==> config.mk <==
export PLATFORM = sky130hd
export DESIGN_NAME = cc1200_spi_responder
export DESIGN_NICKNAME = d
export VERILOG_FILES = /design/src/rtl/cc1200_spi_responder.sv
export SDC_FILE = /design/constraint.sdc
export NUM_CORES = 2
export LEC_CHECK = 0
export ABC_AREA = 1
export CORE_UTILIZATION = 63
export CTS_CLUSTER_DIAMETER = 100
export DETAILED_ROUTE_END_ITERATION = 12
export PLACE_DENSITY = 0.75
export SYNTH_ARGS = -nofsm -noshare
export SYNTH_HDL_FRONTEND = slang
export SYNTH_SLANG_ARGS = --single-unit
export TNS_END_PERCENT = 10
==> constraint.sdc <==
create_clock -name sysclk -period 4.7 [get_ports sysclk]
set_input_delay 0.47 -clock sysclk [delete_from_list [all_inputs] [get_ports sysclk]]
set_output_delay 0.47 -clock sysclk [all_outputs]
set_load 0.005 [all_outputs]
==> src/rtl/cc1200_spi_responder.sv <==
// CC1200-style SPI register/FIFO responder; all SPI pins are oversampled on sysclk.
// Optional macro CC1200_SPIR_AUTOINC_WRAP_EN: burst addresses wrap instead of saturating.
`timescale 1ns / 1ps
module cc1200_spi_responder #(
  parameter int unsigned EXT_AW     = 7,
  parameter int unsigned FIFO_DEPTH = 16,
  parameter int unsigned FIFO_AW    = 4
) (
  input  logic       sysclk,
  input  logic       rstn,
  input  logic       SCLK,
  input  logic       MOSI,
  input  logic       CS_n,
  output logic       MISO,
  input  logic [2:0] chip_state,
  output logic       cmd_strobe,
  output logic [5:0] cmd_addr,
  input  logic [7:0] rxf_wdata,
  input  logic       rxf_wr,
  output logic       rxf_full,
  output logic       rxf_ovf,
  output logic [7:0] txf_data,
  output logic       txf_valid
);
  localparam int unsigned ExtSize  = 2 ** EXT_AW;
  localparam logic [5:0]  NormLast = 6'h2E;
  localparam logic [5:0]  ExtAddr  = 6'h2F;
  localparam logic [5:0]  FifoAddr = 6'h3F;

  typedef enum logic [2:0] {StIdle, StHdr, StExt, StData, StErr} state_e;
  typedef enum logic [1:0] {LdStatus, LdZero, LdRead} load_e;

  state_e           r_state, w_state_nxt;
  load_e            w_load_sel;
  logic [2:0]       r_sclk_s, r_csn_s;
  logic [1:0]       r_mosi_s;
  logic [2:0]       r_bit_cnt;
  logic [7:0]       r_rx, r_shift, w_rx_byte, w_status, w_rd_val;
  logic             r_rw, r_burst, r_ext, r_live, r_sat, r_strb_md;
  logic             w_rw_nxt, w_burst_nxt, w_ext_nxt, w_live_nxt, w_sat_nxt, w_strb_md_nxt;
  logic [5:0]       r_addr, w_addr_nxt;
  logic [7:0]       r_eaddr, w_eaddr_nxt;
  logic [7:0]       r_norm [0:46];
  logic [7:0]       r_xmem [0:ExtSize-1];
  logic [7:0]       r_fifo [0:FIFO_DEPTH-1];
  logic [FIFO_AW:0] r_wptr, r_rptr;
  logic w_sclk_rise, w_sclk_fall, w_cs_rise, w_cs_fall, w_byte_done;
  logic w_load, w_strobe, w_wr_en, w_wr_norm, w_wr_ext, w_wr_fifo;
  logic w_cur_ok, w_cur_last, w_fifo_empty, w_pop, w_push;

  // Index [1] is the synchronized level, [2] the previous sample for edge detection.
  always_ff @(posedge sysclk) begin
    if (!rstn) begin
      r_sclk_s <= '0;
      r_csn_s  <= '1;
      r_mosi_s <= '0;
    end else begin
      r_sclk_s <= {r_sclk_s[1:0], SCLK};
      r_csn_s  <= {r_csn_s[1:0], CS_n};
      r_mosi_s <= {r_mosi_s[0], MOSI};
    end
  end

  assign w_sclk_rise  = r_sclk_s[1] & ~r_sclk_s[2];
  assign w_sclk_fall  = ~r_sclk_s[1] & r_sclk_s[2];
  assign w_cs_rise    = r_csn_s[1] & ~r_csn_s[2];
  assign w_cs_fall    = ~r_csn_s[1] & r_csn_s[2];
  assign w_rx_byte    = {r_rx[6:0], r_mosi_s[1]};
  assign w_byte_done  = w_sclk_rise && (r_bit_cnt == 3'd7);
  assign w_status     = {1'b0, chip_state, 4'b0000};
  assign w_fifo_empty = (r_wptr == r_rptr);
  assign rxf_full     = (r_wptr[FIFO_AW] != r_rptr[FIFO_AW]) &&
                        (r_wptr[FIFO_AW-1:0] == r_rptr[FIFO_AW-1:0]);
  assign w_cur_ok     = r_ext ? (32'(r_eaddr) < ExtSize) : (r_addr <= NormLast);
  assign w_cur_last   = r_ext ? (32'(r_eaddr) == ExtSize - 1) : (r_addr == NormLast);

  always_comb begin
    w_state_nxt   = r_state;
    w_load        = 1'b0;
    w_load_sel    = LdStatus;
    w_strobe      = 1'b0;
    w_wr_en       = 1'b0;
    w_rw_nxt      = r_rw;
    w_burst_nxt   = r_burst;
    w_ext_nxt     = r_ext;
    w_live_nxt    = r_live;
    w_sat_nxt     = r_sat;
    w_strb_md_nxt = r_strb_md;
    w_addr_nxt    = r_addr;
    w_eaddr_nxt   = r_eaddr;
    if (w_cs_rise) begin
      w_state_nxt = StIdle;
    end else begin
      unique case (r_state)
        StIdle: begin
          if (w_cs_fall) begin
            if (r_sclk_s[1]) begin
              w_state_nxt = StErr;
            end else begin
              w_state_nxt = StHdr;
              w_load      = 1'b1;
            end
          end
        end
        StHdr: begin
          if (w_byte_done) begin
            w_load        = 1'b1;
            w_rw_nxt      = w_rx_byte[7];
            w_burst_nxt   = w_rx_byte[6];
            w_addr_nxt    = w_rx_byte[5:0];
            w_ext_nxt     = (w_rx_byte[5:0] == ExtAddr);
            w_live_nxt    = 1'b1;
            w_sat_nxt     = 1'b0;
            w_strb_md_nxt = (w_rx_byte[5:0] >= 6'h30) && (w_rx_byte[5:0] <= 6'h3D);
            if (w_ext_nxt) begin
              w_state_nxt = StExt;
              w_load_sel  = LdZero;
            end else begin
              w_state_nxt = StData;
              w_strobe    = w_strb_md_nxt;
              if (w_rx_byte[7] && !w_strb_md_nxt) w_load_sel = LdRead;
            end
          end
        end
        StExt: begin
          if (w_byte_done) begin
            w_load      = 1'b1;
            w_state_nxt = StData;
            w_eaddr_nxt = w_rx_byte;
            if (r_rw) w_load_sel = LdRead;
          end
        end
        StData: begin
          if (w_byte_done) begin
            w_load = 1'b1;
            if (!r_strb_md) begin
              w_wr_en = !r_rw && r_live;
              // FIFO and out-of-range addresses fail w_cur_ok and therefore never advance.
              if (!r_burst) begin
                w_live_nxt = 1'b0;
              end else if (r_live && w_cur_ok) begin
                if (w_cur_last) begin
`ifdef CC1200_SPIR_AUTOINC_WRAP_EN
                  w_addr_nxt  = r_ext ? r_addr : 6'd0;
                  w_eaddr_nxt = r_ext ? 8'd0 : r_eaddr;
`else
                  w_live_nxt  = 1'b0;
                  w_sat_nxt   = 1'b1;
`endif
                end else if (r_ext) begin
                  w_eaddr_nxt = r_eaddr + 8'd1;
                end else begin
                  w_addr_nxt = r_addr + 6'd1;
                end
              end
              if (r_rw) w_load_sel = w_live_nxt ? LdRead : (w_sat_nxt ? LdZero : LdStatus);
            end
          end
        end
        StErr: ;
        default: w_state_nxt = StIdle;
      endcase
    end
  end

  always_comb begin
    w_rd_val = 8'h00;
    if (w_ext_nxt) begin
      if (32'(w_eaddr_nxt) < ExtSize) w_rd_val = r_xmem[w_eaddr_nxt[EXT_AW-1:0]];
    end else if (w_addr_nxt == FifoAddr) begin
      if (!w_fifo_empty) w_rd_val = r_fifo[r_rptr[FIFO_AW-1:0]];
    end else if (w_addr_nxt <= NormLast) begin
      w_rd_val = r_norm[w_addr_nxt];
    end
  end

  assign w_pop     = w_load && (w_load_sel == LdRead) && !w_ext_nxt &&
                     (w_addr_nxt == FifoAddr) && !w_fifo_empty;
  assign w_push    = rxf_wr && (!rxf_full || w_pop);
  assign w_wr_norm = w_wr_en && !r_ext && (r_addr <= NormLast);
  assign w_wr_ext  = w_wr_en && r_ext && (32'(r_eaddr) < ExtSize);
  assign w_wr_fifo = w_wr_en && !r_ext && (r_addr == FifoAddr);
  assign MISO      = r_shift[7];

  always_ff @(posedge sysclk) begin
    if (!rstn) begin
      r_state   <= StIdle;
      r_rw      <= 1'b0;
      r_burst   <= 1'b0;
      r_ext     <= 1'b0;
      r_live    <= 1'b0;
      r_sat     <= 1'b0;
      r_strb_md <= 1'b0;
      r_addr    <= '0;
      r_eaddr   <= '0;
    end else begin
      r_state   <= w_state_nxt;
      r_rw      <= w_rw_nxt;
      r_burst   <= w_burst_nxt;
      r_ext     <= w_ext_nxt;
      r_live    <= w_live_nxt;
      r_sat     <= w_sat_nxt;
      r_strb_md <= w_strb_md_nxt;
      r_addr    <= w_addr_nxt;
      r_eaddr   <= w_eaddr_nxt;
    end
  end

  // No shift on the falling edge that follows a byte-completing rise: the preloaded MSB holds.
  always_ff @(posedge sysclk) begin
    if (!rstn) begin
      r_shift   <= '0;
      r_bit_cnt <= '0;
      r_rx      <= '0;
    end else if (w_state_nxt == StIdle || w_state_nxt == StErr) begin
      r_shift   <= '0;
      r_bit_cnt <= '0;
    end else begin
      if (w_load) begin
        case (w_load_sel)
          LdRead:  r_shift <= w_rd_val;
          LdZero:  r_shift <= 8'h00;
          default: r_shift <= w_status;
        endcase
      end else if (w_sclk_fall && r_bit_cnt != 3'd0) begin
        r_shift <= {r_shift[6:0], 1'b0};
      end
      if (w_sclk_rise) begin
        r_bit_cnt <= r_bit_cnt + 3'd1;
        r_rx      <= w_rx_byte;
      end
    end
  end

  always_ff @(posedge sysclk) begin
    if (!rstn) begin
      for (int i = 0; i < 47; i++) r_norm[i] <= '0;
      for (int i = 0; i < int'(ExtSize); i++) r_xmem[i] <= '0;
    end else begin
      if (w_wr_norm) r_norm[r_addr] <= w_rx_byte;
      if (w_wr_ext) r_xmem[r_eaddr[EXT_AW-1:0]] <= w_rx_byte;
    end
  end

  always_ff @(posedge sysclk) begin
    if (!rstn) begin
      r_wptr <= '0;
      r_rptr <= '0;
    end else begin
      if (w_push) begin
        r_fifo[r_wptr[FIFO_AW-1:0]] <= rxf_wdata;
        r_wptr <= r_wptr + 1'b1;
      end
      if (w_pop) r_rptr <= r_rptr + 1'b1;
    end
  end

  always_ff @(posedge sysclk) begin
    if (!rstn) begin
      cmd_strobe <= 1'b0;
      cmd_addr   <= '0;
      txf_valid  <= 1'b0;
      txf_data   <= '0;
      rxf_ovf    <= 1'b0;
    end else begin
      cmd_strobe <= w_strobe;
      if (w_strobe) cmd_addr <= w_addr_nxt;
      txf_valid <= w_wr_fifo;
      if (w_wr_fifo) txf_data <= w_rx_byte;
      rxf_ovf <= rxf_ovf | (rxf_wr & ~w_push);
    end
  end
endmodule
==> flow_summary.toml <==
[synthesis]
synth_edf_count = 1536
yosysWarnings = 0
postSynthCellCount = 7853
ys_seq_elements = 1616
synth_seq_area_share_pct = 63.3
synth-async-reset-ratio_pct = 0
synth_area_mm2 = 0.0753
ys_top_cells_by_area = "edfxtp_1 (61%), nor2_1 (8.2%), nand2_1 (7.5%), nand3_1 (4.0%), inv_1 (3.6%)"
avgSynthCellArea_um2 = 9.59
syn-num-nets = 7882
synth_top_area_share_pct = 61.2
synth_ff_type = "edfxtp_1"
yosysTopAreaCell = "edfxtp_1"
netlist-cell-type-count = 44

[timing]
setup_slack_ns = 0.495
fmax_ghz = 0.238
maxSlewHeadroom_pct = 27.1
skew_ns = 0.0384
max_slew.worst_pin.slew_ns = 1.09
hold_ws_ns = 0.204
slew_viol_final = 0
finalHoldViolCount = 0
final-setup-viol-count = 0
rsz0062_at_grt = "no"
finalCritPeriodShare_pct = 89.5
layout_min_cycle_time_ns = 4.20
tns_ns = 0

[worst_setup_path]
cp.arrival_ns = 4.95
worstSetupPathType = "register to register"
cp-start-kind = "register"
r2r_cells = 23
cp.required_ns = 5.45
crit_path_end_kind = "register"
cp_max_fo = 45

[worst_hold_path]
hp-class = "input port to register"
holdPathStages = 3

[global_routing]
grt_max_degree = 156
grt_pass1_vias = 54300
antenna_found_initial = 1
grt.overflow.total = 0
grt.total_usage_pct = 33.7
grt_pass1_wl_mm = 310

[power_and_ir_drop]
cellLeakagePower_nw = 30.6
peakVddDrop_mv = 0.373
powerDensity_mw_per_mm2 = 377
p_total_mw = 31.1

[clock_tree]
insertion_delay_ns = 0.82
cts_tree = "done"
clkTransAtPathRegs_ns = 0.06
clkSinkCount = 1616
postCtsSetupBuffers = 0
cts_buffer_depth = 3
cts_root_buffer = "clkbuf_16"
cts_buffers = 165
htreeDepth = 4

[run]
maxCapViolCount = 0

[die]
die_width_um = 348
core-area_mm2 = 0.118
die_area_mm2 = 0.121
start_util_pct = 63.7
boundaryPins = 36
rows = 126
dieHeight_um = 348

[placement]
placed_cell_area_mm2 = 0.0773
port-buffer-count = 35
dp_hpwl_mm = 124
place_ws_ns = 0.566
place_congestion = 0.941

[detailed_routing]
drt_iter0_drc = 7902
via_per_inst = 6.10
drc = 0
wl_per_cell_um = 21.8
first_pass_iters = 9
vias = 57300
postRouteAntennaNets = 0
wl_mm = 205

[layout]
stdcell_area_mm2 = 0.0826
drive_above_1_share_pct = 6.11
nets = 7743
area_growth_pct = 9.62

[run_status]
status = "completed"
where the power goes:
group	leakage [nW]	total [mW]	internal [mW]	switching (mW)
clock network	2.57	12.9	7.25	5.61
logic	12.9	1.71	0.441	1.27
registers	15.1	16.5	16.3	0.192
total	30.6	31.1	24.0	7.07
area by class of cell:
type / count / area, µm²
timing repair buffer: 218 / 2080
sequential: 1616 / 47700
fill: 8727 / 35600
clock inverter: 85 / 846
clock buffer: 221 / 4410
antenna: 1 / 2.50
multi-input combinational: 4974 / 22800
inverter: 739 / 2840
tap: 1536 / 1920
path summary, 6_finish.rpt:
path | from | end | slack (ns)
worst max register to register | r_bit_cnt[0]$_SDFFE_PP0P_ | r_shift[0]$_SDFFE_PP0P_ | 0.50
worst max-delay path | r_bit_cnt[0]$_SDFFE_PP0P_ | r_shift[0]$_SDFFE_PP0P_ | 0.50
worst min register to register | r_csn_s[0]$_SDFF_PN1_ | r_csn_s[1]$_SDFF_PN1_ | 0.44
worst min-delay path | SCLK | r_sclk_s[0]$_SDFF_PN0_ | 0.20
metrics by stage:
step	std cells	utilization [%]
after floorplan	7853	-
after global placement	9082	65.4
after detailed placement	9082	65.4
after CTS	9389	69.9
after global routing	9389	69.9
final	9390	69.9
layer usage:
metal  part of all wire (%)  track usage (%)  up-vias
li1                       -                -    26100
met1                     38             44.6    27300
met2                     47             53.8     3207
met3                     10             6.06      622
met4                    5.1             16.8        0
met5                      0                0        -
cell usage in the layout, fill, tap and decap left out, types with 34 or more instances in the layout:
cell             instances
clkinv_2                34
nand2_1               1506
clkdlybuf4s50_1         34
a21oi_1                105
dfxtp_1                 79
o21ai_1                 82
o21ai_0                406
clkbuf_1                50
nand3b_1               143
o211ai_1               279
nor2_1                1635
nand3_1                596
buf_4                  154
edfxtp_1              1536
a211oi_1                63
clkbuf_16              166
inv_1                  716
registers in the layout, summed over array words and instances, names as in the netlist, 5 cells and up, named ones only:
name / flops
r_fifo: 128
cmd_addr: 6
r_shift: 8
txf_data: 8
r_addr: 6
r_rptr: 5
r_rx: 7
r_xmem: 1024
r_norm: 384
r_eaddr: 8
r_wptr: 5
worst max-delay path, stage by stage, from the launching register on:
cell	delay [ns]
dfxtp_1	0.35
ha_1	0.17
ha_1	0.19
nand3_4	0.14
inv_1	0.36
nand2_1	0.12
o211ai_1	0.11
nand2_1	0.06
inv_1	0.10
nand2_4	0.08
nand2_8	0.30
buf_4	0.45
o21ai_0	0.16
o211ai_1	0.23
o21ai_1	0.17
nand2_1	0.10
nand2_1	0.10
nand2_1	0.07
nand3_1	0.19
nand3_1	0.16
nand3_1	0.14
nand2_1	0.16
nand2_1	0.07
a21oi_1	0.12
repair_timing:
item	CTS	global route
setup endpoints to repair	0	0
hold endpoints to repair	4	0
hold buffers	1	0
resized for setup	0	0
logic make-up after synthesis:
family / Yosys count / share of synthesized area (%)
fa+ha+maj: 12 / 0.199
simple gates: 3947 / 21.6
xor+xnor: 6 / 0.0697
buf+inv: 1263 / 6.59
mux: 32 / 0.425
compound gates: 977 / 7.77
flops: 1616 / 63.3
cells in the mapped netlist, types with 7 or more instances:
cell / number
nor2_1: 1642
edfxtp_1: 1536
nand2_1: 1509
inv_1: 717
nand3_1: 596
o21ai_0: 407
clkbuf_1: 343
o211ai_1: 279
nand3b_1: 143
buf_2: 136
a21oi_1: 105
o21ai_1: 83
dfxtp_1: 80
a211oi_1: 63
buf_1: 35
mux2i_1: 32
nand4_1: 21
o22ai_1: 18
inv_2: 15
ha_1: 12
nor3_1: 12
clkinv_1: 7
nor2_2: 7
No activity file was read; power rests on OpenSTA's default activity.
